$ cat config.mk
export PLATFORM = sky130hd
export DESIGN_NAME = seq_mag_comparator
export DESIGN_NICKNAME = d
export VERILOG_FILES = /design/src/rtl/seq_mag_comparator_pkg.sv /design/src/rtl/mc_digit_cmp.sv /design/src/rtl/seq_mag_comparator.sv
export SDC_FILE = /design/constraint.sdc
export NUM_CORES = 1
export LEC_CHECK = 0
export BUFFER_PORTS_ARGS = -buffer_cell sky130_fd_sc_hd__buf_2
export CAP_MARGIN = 20
export CELL_PAD_IN_SITES_DETAIL_PLACEMENT = 2
export CELL_PAD_IN_SITES_GLOBAL_PLACEMENT = 2
export CORE_ASPECT_RATIO = 0.9
export CORE_MARGIN = 2
export CORE_UTILIZATION = 36
export DETAILED_ROUTE_END_ITERATION = 6
export GPL_TIMING_DRIVEN = 0
export MAX_ROUTING_LAYER = met4
export PLACE_DENSITY = 0.9
export SKIP_CTS_REPAIR_TIMING = 1
export SLEW_MARGIN = 40
export SYNTH_ARGS = -nofsm -noshare
export SYNTH_HDL_FRONTEND = slang
export SYNTH_SLANG_ARGS = --single-unit
$ cat constraint.sdc
create_clock -name clk -period 4.1 [get_ports clk]
set_input_delay 1.23 -clock clk [delete_from_list [all_inputs] [get_ports clk]]
set_output_delay 1.23 -clock clk [all_outputs]
set_load 0.01 [all_outputs]
$ cat src/rtl/seq_mag_comparator_pkg.sv
// Shared types for the sequential magnitude comparator: FSM states and the
// per-digit result code passed from the slice comparator to the control FSM.
package seq_mag_comparator_pkg;

  typedef enum logic [1:0] {
    ST_IDLE    = 2'd0,
    ST_COMPARE = 2'd1,
    ST_DONE    = 2'd2
  } state_t;

  typedef enum logic [1:0] {
    RES_EQ = 2'b00,
    RES_GT = 2'b01,
    RES_LT = 2'b10
  } res_t;

endpackage

$ cat src/rtl/mc_digit_cmp.sv
// Combinational DIGIT-bit unsigned magnitude comparator returning a result code.
module mc_digit_cmp
  import seq_mag_comparator_pkg::*;
#(
  parameter int unsigned DIGIT = 2
) (
  input  logic [DIGIT-1:0] i_a,
  input  logic [DIGIT-1:0] i_b,
  output res_t             o_res_c
);

  always_comb begin
    o_res_c = RES_EQ;
    if (i_a > i_b) begin
      o_res_c = RES_GT;
    end else if (i_a < i_b) begin
      o_res_c = RES_LT;
    end
  end

endmodule

$ cat src/rtl/seq_mag_comparator.sv
// Multi-cycle MSB-first magnitude comparator, DIGIT bits per clock, with
// signed/unsigned mode, start/busy/done handshake and optional early exit.
module seq_mag_comparator
  import seq_mag_comparator_pkg::*;
#(
  parameter int unsigned WIDTH      = 8,
  parameter int unsigned DIGIT      = 2,
  parameter int unsigned EARLY_EXIT = 1
) (
  input  logic             clk,
  input  logic             rst,
  input  logic             i_start,
  input  logic             i_signed_mode,
  input  logic [WIDTH-1:0] i_a,
  input  logic [WIDTH-1:0] i_b,
  output logic             o_busy,
  output logic             o_done,
  output logic             o_a_gt_b,
  output logic             o_a_eq_b,
  output logic             o_a_lt_b
);

  localparam int unsigned NUM_DIGITS = WIDTH / DIGIT;
  localparam int unsigned IDX_W      = (NUM_DIGITS > 1) ? $clog2(NUM_DIGITS) : 1;

  state_t             r_state, w_state_nxt;
  logic [WIDTH-1:0]   r_a, w_a_nxt;
  logic [WIDTH-1:0]   r_b, w_b_nxt;
  logic [IDX_W-1:0]   r_idx, w_idx_nxt;
  res_t               r_first, w_first_nxt;
  logic               r_found, w_found_nxt;
  logic               r_busy, w_busy_nxt;
  logic               r_done, w_done_nxt;
  logic               r_gt, w_gt_nxt;
  logic               r_eq, w_eq_nxt;
  logic               r_lt, w_lt_nxt;

  logic [WIDTH-1:0]   w_msb_mask;
  logic [31:0]        w_shift;
  logic [DIGIT-1:0]   w_a_dig;
  logic [DIGIT-1:0]   w_b_dig;
  res_t               w_dig_res;
  res_t               w_dec_res;
  logic               w_last;
  logic               w_early;

  // Flipping both MSBs maps two's complement onto offset binary, so the
  // unsigned digit scan yields the signed order.
  assign w_msb_mask = WIDTH'(i_signed_mode) << (WIDTH - 1);

  assign w_shift = 32'(r_idx) * DIGIT;
  assign w_a_dig = DIGIT'(r_a >> w_shift);
  assign w_b_dig = DIGIT'(r_b >> w_shift);
  assign w_last  = (r_idx == '0);
  assign w_early = (EARLY_EXIT != 0);

  mc_digit_cmp #(
    .DIGIT (DIGIT)
  ) u_digit_cmp (
    .i_a     (w_a_dig),
    .i_b     (w_b_dig),
    .o_res_c (w_dig_res)
  );

  // Without early exit the first difference seen wins over later digits.
  assign w_dec_res = r_found ? r_first : w_dig_res;

  // Next-state and registered-output logic.
  always_comb begin
    w_state_nxt = r_state;
    w_a_nxt     = r_a;
    w_b_nxt     = r_b;
    w_idx_nxt   = r_idx;
    w_first_nxt = r_first;
    w_found_nxt = r_found;
    w_busy_nxt  = r_busy;
    w_done_nxt  = 1'b0;
    w_gt_nxt    = r_gt;
    w_eq_nxt    = r_eq;
    w_lt_nxt    = r_lt;

    case (r_state)
      ST_IDLE: begin
        if (i_start) begin
          w_a_nxt     = i_a ^ w_msb_mask;
          w_b_nxt     = i_b ^ w_msb_mask;
          w_idx_nxt   = IDX_W'(NUM_DIGITS - 1);
          w_first_nxt = RES_EQ;
          w_found_nxt = 1'b0;
          w_gt_nxt    = 1'b0;
          w_eq_nxt    = 1'b0;
          w_lt_nxt    = 1'b0;
          w_busy_nxt  = 1'b1;
          w_state_nxt = ST_COMPARE;
        end
      end

      ST_COMPARE: begin
        if ((w_early && (w_dig_res != RES_EQ)) || w_last) begin
          w_gt_nxt    = (w_dec_res == RES_GT);
          w_eq_nxt    = (w_dec_res == RES_EQ);
          w_lt_nxt    = (w_dec_res == RES_LT);
          w_done_nxt  = 1'b1;
          w_state_nxt = ST_DONE;
        end else begin
          w_idx_nxt = r_idx - IDX_W'(1);
          if (!r_found && (w_dig_res != RES_EQ)) begin
            w_found_nxt = 1'b1;
            w_first_nxt = w_dig_res;
          end
        end
      end

      ST_DONE: begin
        w_busy_nxt  = 1'b0;
        w_state_nxt = ST_IDLE;
      end

      default: begin
        w_busy_nxt  = 1'b0;
        w_state_nxt = ST_IDLE;
      end
    endcase
  end

  // State and output registers; reset aborts any operation without a done pulse.
  always_ff @(posedge clk or posedge rst) begin
    if (rst) begin
      r_state <= ST_IDLE;
      r_a     <= '0;
      r_b     <= '0;
      r_idx   <= '0;
      r_first <= RES_EQ;
      r_found <= 1'b0;
      r_busy  <= 1'b0;
      r_done  <= 1'b0;
      r_gt    <= 1'b0;
      r_eq    <= 1'b0;
      r_lt    <= 1'b0;
    end else begin
      r_state <= w_state_nxt;
      r_a     <= w_a_nxt;
      r_b     <= w_b_nxt;
      r_idx   <= w_idx_nxt;
      r_first <= w_first_nxt;
      r_found <= w_found_nxt;
      r_busy  <= w_busy_nxt;
      r_done  <= w_done_nxt;
      r_gt    <= w_gt_nxt;
      r_eq    <= w_eq_nxt;
      r_lt    <= w_lt_nxt;
    end
  end

  assign o_busy   = r_busy;
  assign o_done   = r_done;
  assign o_a_gt_b = r_gt;
  assign o_a_eq_b = r_eq;
  assign o_a_lt_b = r_lt;

endmodule

# --- Word-level counts from Yosys, hierarchy flattened ---
# Index checks and enable logic that the tools add are counted.
word_totals:
  regBits: 28
  out_inout_bits: 5
  wordCells: 67
op_classes:
  n_bitwise: 3
  n_shift: 2
  magnitude_cmp: 2
  mux: 27
  reduce_logical: 14
  n_addsub: 1
  n_eq_ne: 7
op_table:
  columns: ["op", "count"]
  rows:
  - ["two-way mux 2 bit", 10]
  - ["right shift 8 x 3 -> 2 bit", 2]
  - ["bitwise XOR 8 bit", 2]
  - ["case mux 2 bit (2 select lines)", 3]
  - ["case mux 1 bit (2 select lines)", 5]
  - ["two-way mux 1 bit", 9]
  - ["inequality test 2 bit, second input constant", 4]
  - ["logical NOT 2 bit", 3]
  - ["AND reduction 2 bit", 3]
  - ["AND reduction 3 bit", 2]
  - ["equality test 2 x 1 -> 1 bit, second input constant", 2]
  - ["AND reduction 4 bit", 1]
  - ["nonzero test 2 bit", 2]
  - ["equality test 2 bit, second input constant", 1]
  - ["> comparator 2 bit", 1]
  - ["< comparator 2 bit", 1]
  - ["subtractor 2 x 1 -> 2 bit, second input constant", 1]
  - ["logical AND 1 bit", 1]
  - ["logical NOT 1 bit", 1]
  - ["logical OR 1 bit", 1]
  - ["inverter 1 bit", 1]

# --- Longest topological paths before layout ---
depth:
  word_depth: 9
  depth_mapped: 9

# --- Hierarchy ---
# Synthesis repeated with hierarchy kept, for this count alone.
hier_totals:
  hier_cells: 90
  area_unflattened_um2: 1281.2
modules_own_cells:
  columns: ["module", "cells_each", "area_each_um2", "instances", "seq_area_each_um2"]
  rows:
  - ["seq_mag_comparator", 83, 1216.2, 1, 700.7]
  - ["mc_digit_cmp", 7, 65.1, 1, 0.0]

# --- Worst setup path after synthesis ---
# No wires, ideal clock.
synth_timing:
  path_type: "register to register"
  from: "register r_idx[0]"
  to: "register r_gt, in the netlist o_a_gt_b"
  stages_incl_launch_ff: 8
  n_path_buf: 2
  setup_slack_ns: 2.190
  t_arrival_ns: 1.782
  period_less_slack_ns: 1.910
  cell_sequence: "dfrtp_1 -> buf_6 -> mux4_2 -> ha_1 -> o211ai_2 -> o21ba_1 -> buf_6 -> mux2i_1"
synth_between:
  elab_chain_len: 8
  elab_cells_between_ends: 15
  cone_classes: "2 x order compare; 2 x eq/ne; 2 x shift; 5 x mux; 4 x reduce/logical"
synth_rtl:
  columns: ["element", "line_no", "source"]
  rows:
  - ["start, declared", "seq_mag_comparator.sv:29", "logic [IDX_W-1:0] r_idx, w_idx_nxt;"]
  - ["start signal, assigned", "seq_mag_comparator.sv:144", "r_idx <= w_idx_nxt;"]
  - ["right shift 8 x 3 -> 2 bit, on equally long branches", "seq_mag_comparator.sv:52, seq_mag_comparator.sv:53", null]
  - ["< comparator 2 bit", "mc_digit_cmp.sv:16", "end else if (i_a < i_b) begin"]
  - ["two-way mux 2 bit", "mc_digit_cmp.sv:16", null]
  - ["two-way mux 2 bit", "mc_digit_cmp.sv:14", "if (i_a > i_b) begin"]
  - ["two-way mux 2 bit or nonzero test 2 bit (tied branches)", "seq_mag_comparator.sv:66, seq_mag_comparator.sv:99", null]
  - ["equality test 2 x 1 -> 1 bit or logical OR 1 bit (tied branches)", "seq_mag_comparator.sv:100, seq_mag_comparator.sv:99", null]
  - ["two-way mux 1 bit or inequality test 2 bit (tied branches)", null, null]
  - ["case mux 1 bit (2 select lines) or AND reduction 3 bit (tied branches)", null, null]
  - ["end signal, assigned", "seq_mag_comparator.sv:149", "r_gt <= w_gt_nxt;"]
  - ["end, declared", "seq_mag_comparator.sv:34", "logic r_gt, w_gt_nxt;"]
# Parallel ways exist; a longest one is shown, timed or not. The select of a mux whose other input is x is not followed.
# A chain may end at the register's enable or synchronous reset.

# --- Worst setup path in the final report ---
layout_timing:
  from: "register r_idx[0]"
  to: "register r_idx[1]"
layout_between:
  elab_chain_len: 8
  elab_cells_between_ends: 14
  cone_classes: "1 x add/sub; 2 x order compare; 1 x eq/ne; 2 x shift; 4 x mux; 4 x reduce/logical"
layout_rtl:
  columns: ["element", "line_no", "source"]
  rows:
  - ["right shift 8 x 3 -> 2 bit, on equally long branches", "seq_mag_comparator.sv:52, seq_mag_comparator.sv:53", null]
  - ["< comparator 2 bit", "mc_digit_cmp.sv:16", null]
  - ["two-way mux 2 bit", "mc_digit_cmp.sv:16", null]
  - ["two-way mux 2 bit", "mc_digit_cmp.sv:14", null]
  - ["nonzero test 2 bit", "seq_mag_comparator.sv:99", "if ((w_early && (w_dig_res != RES_EQ)) || w_last) begin"]
  - ["logical OR 1 bit", "seq_mag_comparator.sv:99", null]
  - ["inequality test 2 bit (no line)", null, null]
  - ["AND reduction 3 bit (no line)", null, null]
# Parallel ways exist; a longest one is shown, timed or not. The select of a mux whose other input is x is not followed.

==> results.md <==
- Walking the worst path, the cells encountered are buf_6 > mux4_2 > ha_1 > o211ai_2 > nor3_2 > mux2i_1.
- In the final layout, the share of cells above drive strength 1 is 28.39%.
- The post-detailed-routing wire length is 3.317 mm.
- Of all flip-flops after synthesis, the portion carrying an async set or reset was 100.0%.
- The final hold violation count is 0.
- The die area is 4127 µm².
- The fraction of power spent switching nets is approximately 37%.
- On the critical path the largest part of the delay comes from multiplexers.
- The number of antenna violations at the first check in global routing is 0.
- The count of antenna diodes in the layout is 0.
- In this run, flip-flops and latches consume a little over a third of the power.
- The clock buffer count from CTS is 3.
- The critical path data required time is roughly 4.3 ns.
- The buffer levels on the longest clock path is 2.
- By area the synthesized netlist is led by dfrtp_1 (54%), nand2_1 (14%), mux4_2 (6.9%).
- The I/O pin count is 25.
- The total of buffers placed on input and output ports is 24.
- The sequential-to-total area share from yosys stat is between 50% and 60%.
- Setup repair after global routing left no endpoint under its margin.
- The total number of placement rows is 20.
- The nature of the critical path startpoint is a flop.
- The dominant cell type by area after synthesis is dfrtp_1.
- The buffer cell driving the clock tree root is clkbuf_8.
- The synthesized design contains 0 enable-type register cells.
- The worst-case setup slack after placement is roughly 2.0 ns.
- The worst path needs ~2.2 ns of the cycle, external delays included.
- The die is 61.15 µm tall.
- Each instance of the synthesized netlist takes up on average 10.29 µm².
- Counting both buffers and inverters, the worst setup path holds a total of 1.
- At the pin with the least slew margin, the transition time is between 0.6 and 0.7 ns.
- The internal portion of the total power is around 0.8 mW.
- The number of setup violations in the final report is 0.
- The average routed wire per standard cell is 16.67 µm.
- For flop-to-flop paths, the worst setup slack is 1.94 ns.
- The reported max-cap violation count is 0.
- At the end of routability-driven placement, the weighted congestion stood at between 0.7 and 0.8.
- Setup slack closes at 1.939 ns.
- The TritonCTS clock tree is yes.
- CTS saw 28 sinks.
- Once the floorplan was initialized, standard cells occupied about two fifths of the core.
- Measured in cells, the most critical reg-to-reg path has a length of 6.
- After global routing the overflow that remains totals 0.
- The total cell area at the placement stage is 1481 µm².
- The worst max-slew margin expressed relative to the limit is 59.58%.
- The post-route clock period utilization is a little over half.
- The initial detailed-routing violation count is 25.
- For this run, the leading register cell type out of synthesis is dfrtp_1.
- The met1 capacity usage during global routing is between 20% and 30%.
- The distinct cell type count of the synthesized netlist is 24.
- The final count of pins violating max slew is 0.
- The maximum fanout count along the critical path is 7.
- In the routed layout, each cell is associated on average with a via count of approximately 5.
- The net switching power is around 0.48 mW.
- STA classifies the critical path endpoint as a flop.
- The count of nets left with antenna violations once routing finished came out at 0.
- After clock tree synthesis, the clock-pin slew on the worst setup and hold paths is between 0.1 and 0.15 ns.
- The first global-routing pass estimated ~5.7 mm of wire.
- The final non-filler cell area is ~1600 µm².
- The core area is roughly 3400 µm².
- Data on the critical path arrives at its endpoint at around 2.4 ns.
- The most crowded layer after global routing is met2.
- The worst hold path belongs to the class flop to flop.
- In this run the number of cells on the critical path is 6.
- The aggregate negative setup slack is 0 ns.
- The via count of the first global-routing pass is ~1.2k.
- In the global route stage, overall resource usage came out at 19.76%.
- VDD sags by at most between 200 and 300 µV.
- The number of nets produced by synthesis is 150.
- The largest stage delay on the critical path is 0.51 ns.
- Relative to the synthesized area, the layout overhead comes to 18.87%.
- Counting instances, the worst hold path has a depth of 2.
- Summed over its instances, the top area cell type makes up 53.64% of the synthesized netlist area.
- For this run, global-route usage on met2 was measured as 33.47%.
- The clock latency at the later pin of the worst-skew pair is 0.29 ns.
- Once detailed placement completed, the half-perimeter wirelength came to about 2.4 mm.
- The post-detailed-route DRC marker count is 0.
- In the synthesized netlist, the number of instances is 127.
- The met3 layer usage reported by global route is roughly 2.7%.
- The cell area that synthesis handed to floorplanning was ~1300 µm².
- The achievable clock frequency is 0.4627 GHz.
- The post-synthesis sequential element count is 28.
- In this run, the clock network consumes 17.4% of the power.
- For this design, the slowest cell found on the critical path is mux4_2.
- The run finished with clean final reports.
- From left edge to right edge, the die measures between 60 and 70 µm.
- The clock skew after layout is 0.01285 ns.
- For this design the ratio of total power to cell area is a little over 800 nW/µm².
- The static power due to leakage is between 0.8 and 0.9 nW.
- The via count is about 1.0k.
- The count of H-tree levels built during CTS is 1.
- The maximum number of pins on one net before global-route repair is 29.
- Yosys printed 0 warnings.
- The post-layout net count is roughly 180.
- For this run, the detailed router's first-pass iteration total came to 4.
- The critical setup path kind is flop to flop.
- The combinational group share of total power is around 47%.
## placed cells by master (no fill, tap or decap), types with 2 or more instances in the layout
cell,count
and2_1,3
buf_2,26
buf_4,2
buf_6,2
clkbuf_8,3
dfrtp_1,28
ha_1,3
inv_1,7
mux2i_1,5
mux4_2,4
nand2_1,50
nor2_1,4
o21ai_0,3
xnor2_1,2
## logic make-up (layout without fill, tap and decap cells)
logic type	Yosys count	count (layout)	synth area share (%)
XOR/XNOR	2	2	1.341
flip-flops	28	28	53.64
adder cells (fa/ha/maj)	3	3	2.874
multiplexers	9	9	10.73
AO/OA/AOI/OAI	11	11	6.800
AND/OR/NAND/NOR	60	60	18.68
buffers and inverters	14	42	5.938
## final timing paths
check | from | endpoint
worst min-delay path | r_a[1]$_DFFE_PP0P_ | r_a[1]$_DFFE_PP0P_
min in group asynchronous | rst | o_a_lt_b$_DFFE_PP0P_
worst min register to register | r_a[1]$_DFFE_PP0P_ | r_a[1]$_DFFE_PP0P_
worst max-delay path | r_idx[0]$_DFFE_PP0P_ | r_idx[1]$_DFFE_PP0P_
worst max register to register | r_idx[0]$_DFFE_PP0P_ | r_idx[1]$_DFFE_PP0P_
max in group asynchronous | rst | r_state[1]$_DFFE_PP0P_
## cell type report
type	instances	area (µm²)
clock buffer	3	41.29
sequential	28	700.7
multi-input combinational	85	528.0
timing repair buffer	24	120.1
clock inverter	1	30.03
tap	44	55.05
inverter	8	30.03
fill	378	1876
buffer	6	47.55
## metal layers
layer,up-vias,routed length [µm]
met5,-,0
met1,515,1443
met3,7,83
met2,22,1723
met4,0,67
li1,462,-
## power groups by stage
stage          combinational [mW]  sequential [mW]  clock (mW)
2_1_floorplan               0.448            0.443           0
3_3_place_gp                0.556            0.449           0
3_5_place_dp                0.602            0.457           0
4_1_cts                     0.614            0.457       0.225
5_1_grt                     0.677            0.471       0.235
6_report                    0.602            0.458       0.224
## synth_stat cells, types with 3 or more instances
cell type  instances
mux4_2             4
nand2_1           50
o21ai_0            3
nor2_1             4
and2_1             3
dfrtp_1           28
inv_1              8
ha_1               3
mux2i_1            5
## state kept, by name (all words and copies together) (netlist names)
| register | cells |
|---|---|
| o_a_eq_b | 1 |
| o_busy | 1 |
| o_a_gt_b | 1 |
| r_a | 8 |
| o_done | 1 |
| r_b | 8 |
| r_first | 2 |
| o_a_lt_b | 1 |
| r_state | 2 |
| r_found | 1 |
| r_idx | 2 |
## worst register-to-register path, cell delays in order (launching register included)
cell and delay [ns]:
dfrtp_1 0.35, buf_6 0.14, mux4_2 0.51, ha_1 0.35
o211ai_2 0.15, nor3_2 0.33, mux2i_1 0.24
## through the flow
stage | hold WS [ns] | total power, mW | util, % | std cells
floorplan | 0.4383 | 0.8908 | - | 127
global placement | 0.4548 | 1.005 | 43.21 | 195
detailed placement | 0.4659 | 1.059 | 43.21 | 195
CTS | 0.4915 | 1.296 | 45.29 | 199
global route | 0.5240 | 1.383 | 45.29 | 199
finish | 0.4900 | 1.284 | 45.29 | 199
Note: power is estimated with default switching activity, not from simulation.
